--- src/rtl/shell_hit_gen.sv ---
// Tank shell launcher/stepper: flies one shell across the 128x128 map and emits a hit or miss pulse.
// Optional re-arm delay after each shell is built when SHELL_COOLDOWN_EN is defined.
module shell_hit_gen #(
    parameter logic [23:0] STEP_DIV = 24'd1_000_000,
    parameter logic [7:0]  MAP_MAX  = 8'd127,
    parameter logic [7:0]  HIT_W    = 8'd4,
    parameter logic [7:0]  HIT_H    = 8'd6,
    parameter logic [23:0] COOLDOWN = 24'd2_000_000
) (
    input  logic       clock,
    input  logic       reset,
    input  logic       fire,
    input  logic [7:0] shoot_x,
    input  logic [7:0] shoot_y,
    input  logic [7:0] shoot_info,
    input  logic [7:0] tgt_x,
    input  logic [7:0] tgt_y,
    input  logic       tgt_burst,
    output logic       hit,
    output logic       miss,
    output logic       shell_active,
    output logic [7:0] shell_x,
    output logic [7:0] shell_y
);

    typedef enum logic [1:0] {IDLE, FLY, COOL} state_t;

    // dir = shoot_info[2:1]: 0 N, 1 E, 2 S, 3 W
    state_t      state;
    logic [1:0]  dir;
    logic [23:0] step_cnt;
    logic        launch_ok;
    logic        accept;
    logic        collide;
    logic        at_edge;
    logic        unused_info;

    assign unused_info = ^shoot_info[7:3];
    assign launch_ok   = fire && !shoot_info[0];

`ifdef SHELL_COOLDOWN_EN
    logic [23:0] cool_cnt;
    // the last COOL cycle doubles as IDLE so a held fire relaunches exactly COOLDOWN clocks after entry
    assign accept = launch_ok &&
                    ((state == IDLE) || ((state == COOL) && (cool_cnt == COOLDOWN - 24'd1)));
    localparam state_t DONE_STATE = COOL;
`else
    assign accept = launch_ok && (state == IDLE);
    localparam state_t DONE_STATE = IDLE;
`endif

    // 9-bit compare keeps tgt+HIT-1 from wrapping near the map edge
    always_comb begin
        collide = !tgt_burst &&
                  ({1'b0, shell_x} >= {1'b0, tgt_x}) &&
                  ({1'b0, shell_x} <= {1'b0, tgt_x} + {1'b0, HIT_W} - 9'd1) &&
                  ({1'b0, shell_y} >= {1'b0, tgt_y}) &&
                  ({1'b0, shell_y} <= {1'b0, tgt_y} + {1'b0, HIT_H} - 9'd1);
    end

    always_comb begin
        at_edge = 1'b0;
        case (dir)
            2'd0: at_edge = (shell_y == 8'd0);
            2'd1: at_edge = (shell_x >= MAP_MAX);
            2'd2: at_edge = (shell_y >= MAP_MAX);
            2'd3: at_edge = (shell_x == 8'd0);
            default: at_edge = 1'b0;
        endcase
    end

    always_ff @(posedge clock) begin
        if (reset) begin
            state        <= IDLE;
            dir          <= 2'd0;
            step_cnt     <= 24'd0;
            hit          <= 1'b0;
            miss         <= 1'b0;
            shell_active <= 1'b0;
            shell_x      <= 8'd0;
            shell_y      <= 8'd0;
`ifdef SHELL_COOLDOWN_EN
            cool_cnt     <= 24'd0;
`endif
        end else begin
            hit  <= 1'b0;
            miss <= 1'b0;
            if (accept) begin
                state        <= FLY;
                dir          <= shoot_info[2:1];
                step_cnt     <= 24'd0;
                shell_active <= 1'b1;
                shell_x      <= shoot_x;
                shell_y      <= shoot_y;
            end else begin
                case (state)
                    IDLE: state <= IDLE;
                    FLY: begin
                        if (collide) begin
                            hit          <= 1'b1;
                            shell_active <= 1'b0;
                            state        <= DONE_STATE;
`ifdef SHELL_COOLDOWN_EN
                            cool_cnt     <= 24'd0;
`endif
                        end else if (step_cnt == STEP_DIV - 24'd1) begin
                            step_cnt <= 24'd0;
                            if (at_edge) begin
                                miss         <= 1'b1;
                                shell_active <= 1'b0;
                                state        <= DONE_STATE;
`ifdef SHELL_COOLDOWN_EN
                                cool_cnt     <= 24'd0;
`endif
                            end else begin
                                case (dir)
                                    2'd0: shell_y <= shell_y - 8'd1;
                                    2'd1: shell_x <= shell_x + 8'd1;
                                    2'd2: shell_y <= shell_y + 8'd1;
                                    default: shell_x <= shell_x - 8'd1;
                                endcase
                            end
                        end else begin
                            step_cnt <= step_cnt + 24'd1;
                        end
                    end
`ifdef SHELL_COOLDOWN_EN
                    COOL: begin
                        if (cool_cnt == COOLDOWN - 24'd1) state <= IDLE;
                        else cool_cnt <= cool_cnt + 24'd1;
                    end
`endif
                    default: state <= IDLE;
                endcase
            end
        end
    end

endmodule

--- config.mk ---
export PLATFORM = sky130hd
export DESIGN_NAME = shell_hit_gen
export DESIGN_NICKNAME = d
export VERILOG_FILES = /design/src/rtl/shell_hit_gen.sv
export SDC_FILE = /design/constraint.sdc
export NUM_CORES = 1
export LEC_CHECK = 0
export BUFFER_PORTS_ARGS = -buffer_cell sky130_fd_sc_hd__buf_2
export CAP_MARGIN = 20
export CORE_ASPECT_RATIO = 1.25
export CORE_MARGIN = 1.5
export CORE_UTILIZATION = 53
export DETAILED_ROUTE_END_ITERATION = 8
export GPL_ROUTABILITY_DRIVEN = 1
export PLACE_DENSITY_LB_ADDON = 0.25
export SYNTH_ARGS = -nofsm -noshare
export SYNTH_HDL_FRONTEND = slang
export SYNTH_SLANG_ARGS = --single-unit
--- constraint.sdc ---
create_clock -name clock -period 3.85 [get_ports clock]
set_input_delay 0.77 -clock clock [delete_from_list [all_inputs] [get_ports clock]]
set_output_delay 0.77 -clock clock [all_outputs]
set_load 0.02 [all_outputs]
Word level (Yosys, flattened, before mapping)
Index checks and enable logic that the tools add are counted.

Add/subtract/negate cells: 9. $mul: 0. Divide/modulo/power cells: 0. $lt $le $gt $ge: 6. Equal/unequal tests: 9. Shift-type cells: 0. Muxes and demuxes: 26. Bitwise logic cells: 3. Reductions and logical operators: 26.

Operators by type and width (count): $mux W8 (10); $pmux W8 S2 (2); $add A24 B1 Y24 const B (1); $eq A24 B20 Y1 const B (1); $mux W24 (1); $add A8 B3 Y9 const B (2); $le A8 B9 Y1 (2); $sub A9 B1 Y9 const B (2); $add A8 B1 Y8 const B (2); $ge A8 B7 Y1 const B (2); $ge A8 B8 Y1 (2); $logic_not A8 Y1 (2); $sub A8 B1 Y8 const B (2); $mux W1 (12); $reduce_and A5 Y1 (2); $reduce_bool A3 Y1 (3); $ne A4 B4 Y1 const B (2); $logic_and A1 B1 Y1 (6); $reduce_or A5 Y1 (1); $eq A2 B2 Y1 const B (2); $logic_not A2 Y1 (2); $ne A2 B2 Y1 const B (2); $pmux W1 S4 (1); $reduce_and A2 Y1 (2); other kinds (8) (13).

Bits in registers: 46. Latch bits: 0. Memory bits (writable): 0. Bits in read-only memories: 0. Input port bits: 44. Output and inout bits: 19. Word-level logic and storage cells: 87. Memories: 0.

Logic depth before layout (Yosys ltp)
Depth in word-level cells: 9. Depth in mapped cells: 13. Gate-level depth less buffers: 12.

Worst setup path after synthesis
No wires, ideal clock.

Path type: input port to flip-flop. Start point: input tgt_y[0]. End point: register shell_x[1]. Setup time: 0.127 ns. Data arrival time: 3.273 ns. Data required time: 3.723 ns. Slack: 0.451 ns. Stages: 12. Buffers on the path: 1. Cells stage by stage: ha_1 > o2111ai_1 > xnor2_1 > ha_1 > a2111oi_0 > o21ai_0 > o221ai_2 > o2111ai_4 > buf_6 > o21ai_4 > mux2i_1 > o21ai_1.

Word-level cells in the longest chain between the ends: 6. Elaborated cells between the ends (all ways): 8. Those cells by class: 2 x add/sub; 2 x order compare; 1 x eq/ne; 3 x reduce/logical.

RTL lines: start: declaration (line 17) `input logic [7:0] tgt_y,`; $add A8 B3 Y9 (line 58) `({1'b0, shell_y} <= {1'b0, tgt_y} + {1'b0, HIT_H} - 9'd1);`; $sub A9 B1 Y9 (line 58); $le A8 B9 Y1 (line 58); $logic_and A1 B1 Y1 * (line 57) `({1'b0, shell_y} >= {1'b0, tgt_y}) &&`; $ne A2 B2 Y1 (no line) *; $reduce_and A5 Y1 (no line) *; end signal: assignment (line 93) `shell_x <= shoot_x;`; end signal: assignment (line 118) `2'd1: shell_x <= shell_x + 8'd1;`; end signal: assignment (line 120) `default: shell_x <= shell_x - 8'd1;`; end: declaration (line 22) `output logic [7:0] shell_x,`.

Mark *: on every way between the ends. The rest lies on a longest branch, timed or not. A chain may end at the register's enable or synchronous reset.

Worst setup path after layout
Start point: input tgt_y[0]. End point: register step_cnt[9].

Word-level cells in the longest chain between the ends: 6. Elaborated cells between the ends (all ways): 8. Those cells by class: 2 x add/sub; 2 x order compare; 1 x bitwise; 3 x reduce/logical.

RTL lines: $add A8 B3 Y9 (line 58); $sub A9 B1 Y9 (line 58); $le A8 B9 Y1 (line 58); $logic_and A1 B1 Y1 * (line 57); $not A1 Y1 (no line) *; $reduce_and A2 Y1 (no line) *; end signal: assignment (line 124) `step_cnt <= step_cnt + 24'd1;`; end: declaration (line 31) `logic [23:0] step_cnt;`.

Marked as above.

==> results.toml <==
[worst_setup_path]
crit_fanout = 8
required_ns = 4.02
reg2reg_slack_ns = 0.96
crit_arrival_ns = 3.74
end_kind = "flop"
path_class = "input port to flop"
startpoint_type = "input port"

[global_route]
grt_usage_pct = 23.9
grt_overflow = 0
grt_pass1_wl_um = 15000
antenna_found_initial = 0
grt_pass1_vias = 3384
grt_max_degree = 18

[floorplanning]
die_h_um = 96.7
start_util_pct = 55.6
die_area_um2 = 7540
die_w_um = 78.0
io_pins = 63
rows = 33
core_area_um2 = 6690

[yosys]
syn_nets = 535
async_reset_ff_share_pct = 0
synth_top_area_share_pct = 24.7
avgSynthCellArea_um2 = 8.42
synth_ff_type = "dfxtp_1"
ys_warn_count = 0
synth_area_leaders = "dfxtp_1, ha_1, xnor2_1, a21oi_1, mux2i_1"
yosysSeqAreaShare_pct = 24.7
synth.distinct_cells = 58
syn_inst = 442
synth_edf_count = 0
ys_seq_elements = 46
syn_area_um2 = 3720
synth_top_cell_by_area = "dfxtp_1"

[clocking]
tritoncts = "done"
postCtsSetupBuffers = 0
insertion_delay_ns = 0.31
cts.sinks = 46
cts_made_buffers = 5
cts_root_buf = "clkbuf_8"
htree_levels = 2
cts_buffer_depth = 2
clk_pin_slew_worst_paths_ns = 0.10
ctsHoldBuffers = 0
ctsResizeCount = 0

[sta]
worst_pin_slew_ns = 0.666
grt_setup_unrepaired = "no"
fin_hold_ws_ns = 0.492
fin_tns_setup_ns = 0
clock.fmax_mhz = 280
min_period_over_period_pct = 92.8
setup_viol = 0
timing.final.crit_period_ns = 3.57
fin_worst_skew_ns = 0.0148
fin_ws_ns = 0.278
relSlewSlack_pct = 55.4
slew_viol_final = 0
hold_viol_final = 0

[place]
pre_cts_slack_ns = -0.0175
gp_congestion = 0.852
portBuffers = 57
dp.cells = 585
dp_hpwl_um = 6740

[routing]
wl_per_cell_um = 15.0
vias_per_cell = 5.85
drt-initial-drc-count = 169
drc = 0
ant_nets = 0
drtPass1Iterations = 4
route.vias.total = 3469
routed_wl_um = 8890

[power_and_ir_drop]
p_leak_nw = 1.92
p_per_area_nw_per_um2 = 283
finalPower_mw = 1.20
vdd_drop_max_v = 0.000244

[flow_run]
cap_violations = 0

[finish]
final_cell_mix = "buf_2, ha_1, dfxtp_1"
fill_cells = 582
final_layout_size_suffix_gt1_share_pct = 16.4
n_antenna_cell = 0
final_common_cell = "buf_2"
syn2layout_area_growth_pct = 14.3
final_net_count = 598
final_cells = 593

[worst_hold_path]
hp-class = "flop to flop"

[status]
outcome = "completed"
==> where the power goes <==
group / total (mW) / switching [mW] / internal (mW) / leakage [nW]
clock network: 0.373 / 0.180 / 0.193 / 0.0504
logic: 0.316 / 0.176 / 0.140 / 1.49
registers: 0.514 / 0.0260 / 0.488 / 0.373
==> cell families after synthesis <==
kind of cell,after synthesis,share of synthesized area [%]
buffers and inverters,40,4.50
adder cells (fa/ha/maj),49,16.9
AO/OA/AOI/OAI,118,22.5
multiplexers,13,3.50
XOR/XNOR,36,8.47
AND/OR/NAND/NOR,140,19.4
flip-flops,46,24.7
==> area by class of cell <==
| type | instances | area (µm²) | share of cell area, % |
|---|---|---|---|
| Inverter | 30 | 113 | 2.65 |
| Multi-Input combinational cell | 356 | 2630 | 61.9 |
| Tap cell | 87 | 109 | 2.56 |
| Clock inverter | 3 | 45.0 | 1.06 |
| Clock buffer | 5 | 68.8 | 1.62 |
| Sequential cell | 46 | 921 | 21.6 |
| Timing Repair Buffer | 66 | 365 | 8.59 |
==> synth_stat cells, types with 7 or more instances <==
| master | instances |
|---|---|
| mux2i_1 | 13 |
| dfxtp_1 | 46 |
| o21ai_1 | 9 |
| a21oi_1 | 31 |
| and3_1 | 12 |
| xnor2_1 | 25 |
| o21ai_0 | 22 |
| inv_1 | 29 |
| ha_1 | 47 |
| nand3_1 | 19 |
| nand2_1 | 29 |
| or4_1 | 7 |
| xor2_1 | 11 |
| or3_1 | 9 |
| nor2_1 | 30 |
| nor3_1 | 12 |
==> registers in the layout, indices dropped and copies added, names as in the netlist <==
signal / count
shell_x: 8
shell_y: 8
dir: 2
state: 1
step_cnt: 24
miss: 1
hit: 1
shell_active: 1
==> final timing paths <==
check | startpoint | to | depth (start not counted)
setup reg to reg | shell_x[0]$_SDFFE_PP0P_ | shell_y[2]$_SDFFE_PP0P_ | 10
hold reg to reg | step_cnt[19]$_SDFFE_PP0P_ | step_cnt[19]$_SDFFE_PP0P_ | 2
hold / removal | step_cnt[19]$_SDFFE_PP0P_ | step_cnt[19]$_SDFFE_PP0P_ | 2
setup / recovery | tgt_y[0] | step_cnt[9]$_SDFFE_PP0P_ | 13
==> metrics by stage <==
step	utilization [%]	area (µm²)
after global routing	63.6	4260
after detailed placement	61.9	4140
after global placement	61.9	4140
after CTS	63.6	4260
after floorplan	-	3720
final	63.6	4260
==> worst max-delay path: stages <==
cell       delay, ns
buf_2           0.13
ha_1            0.24
o2111ai_1       0.29
xnor2_1         0.16
ha_1            0.27
a2111oi_0       0.42
o21ai_0         0.18
o221ai_2        0.26
o2111ai_4       0.24
buf_4           0.24
o211ai_1        0.31
or3_1           0.17
a21oi_1         0.06
==> routing by layer <==
layer / up-vias / global-route usage, % / part of all wire (%)
met4: 0 / 8.52 / 1.7
met1: 1622 / 28.0 / 44
li1: 1766 / - / -
met2: 69 / 43.7 / 51
met3: 12 / 3.30 / 2.9
met5: - / 0 / 0
Note: power is estimated with default switching activity, not from simulation.
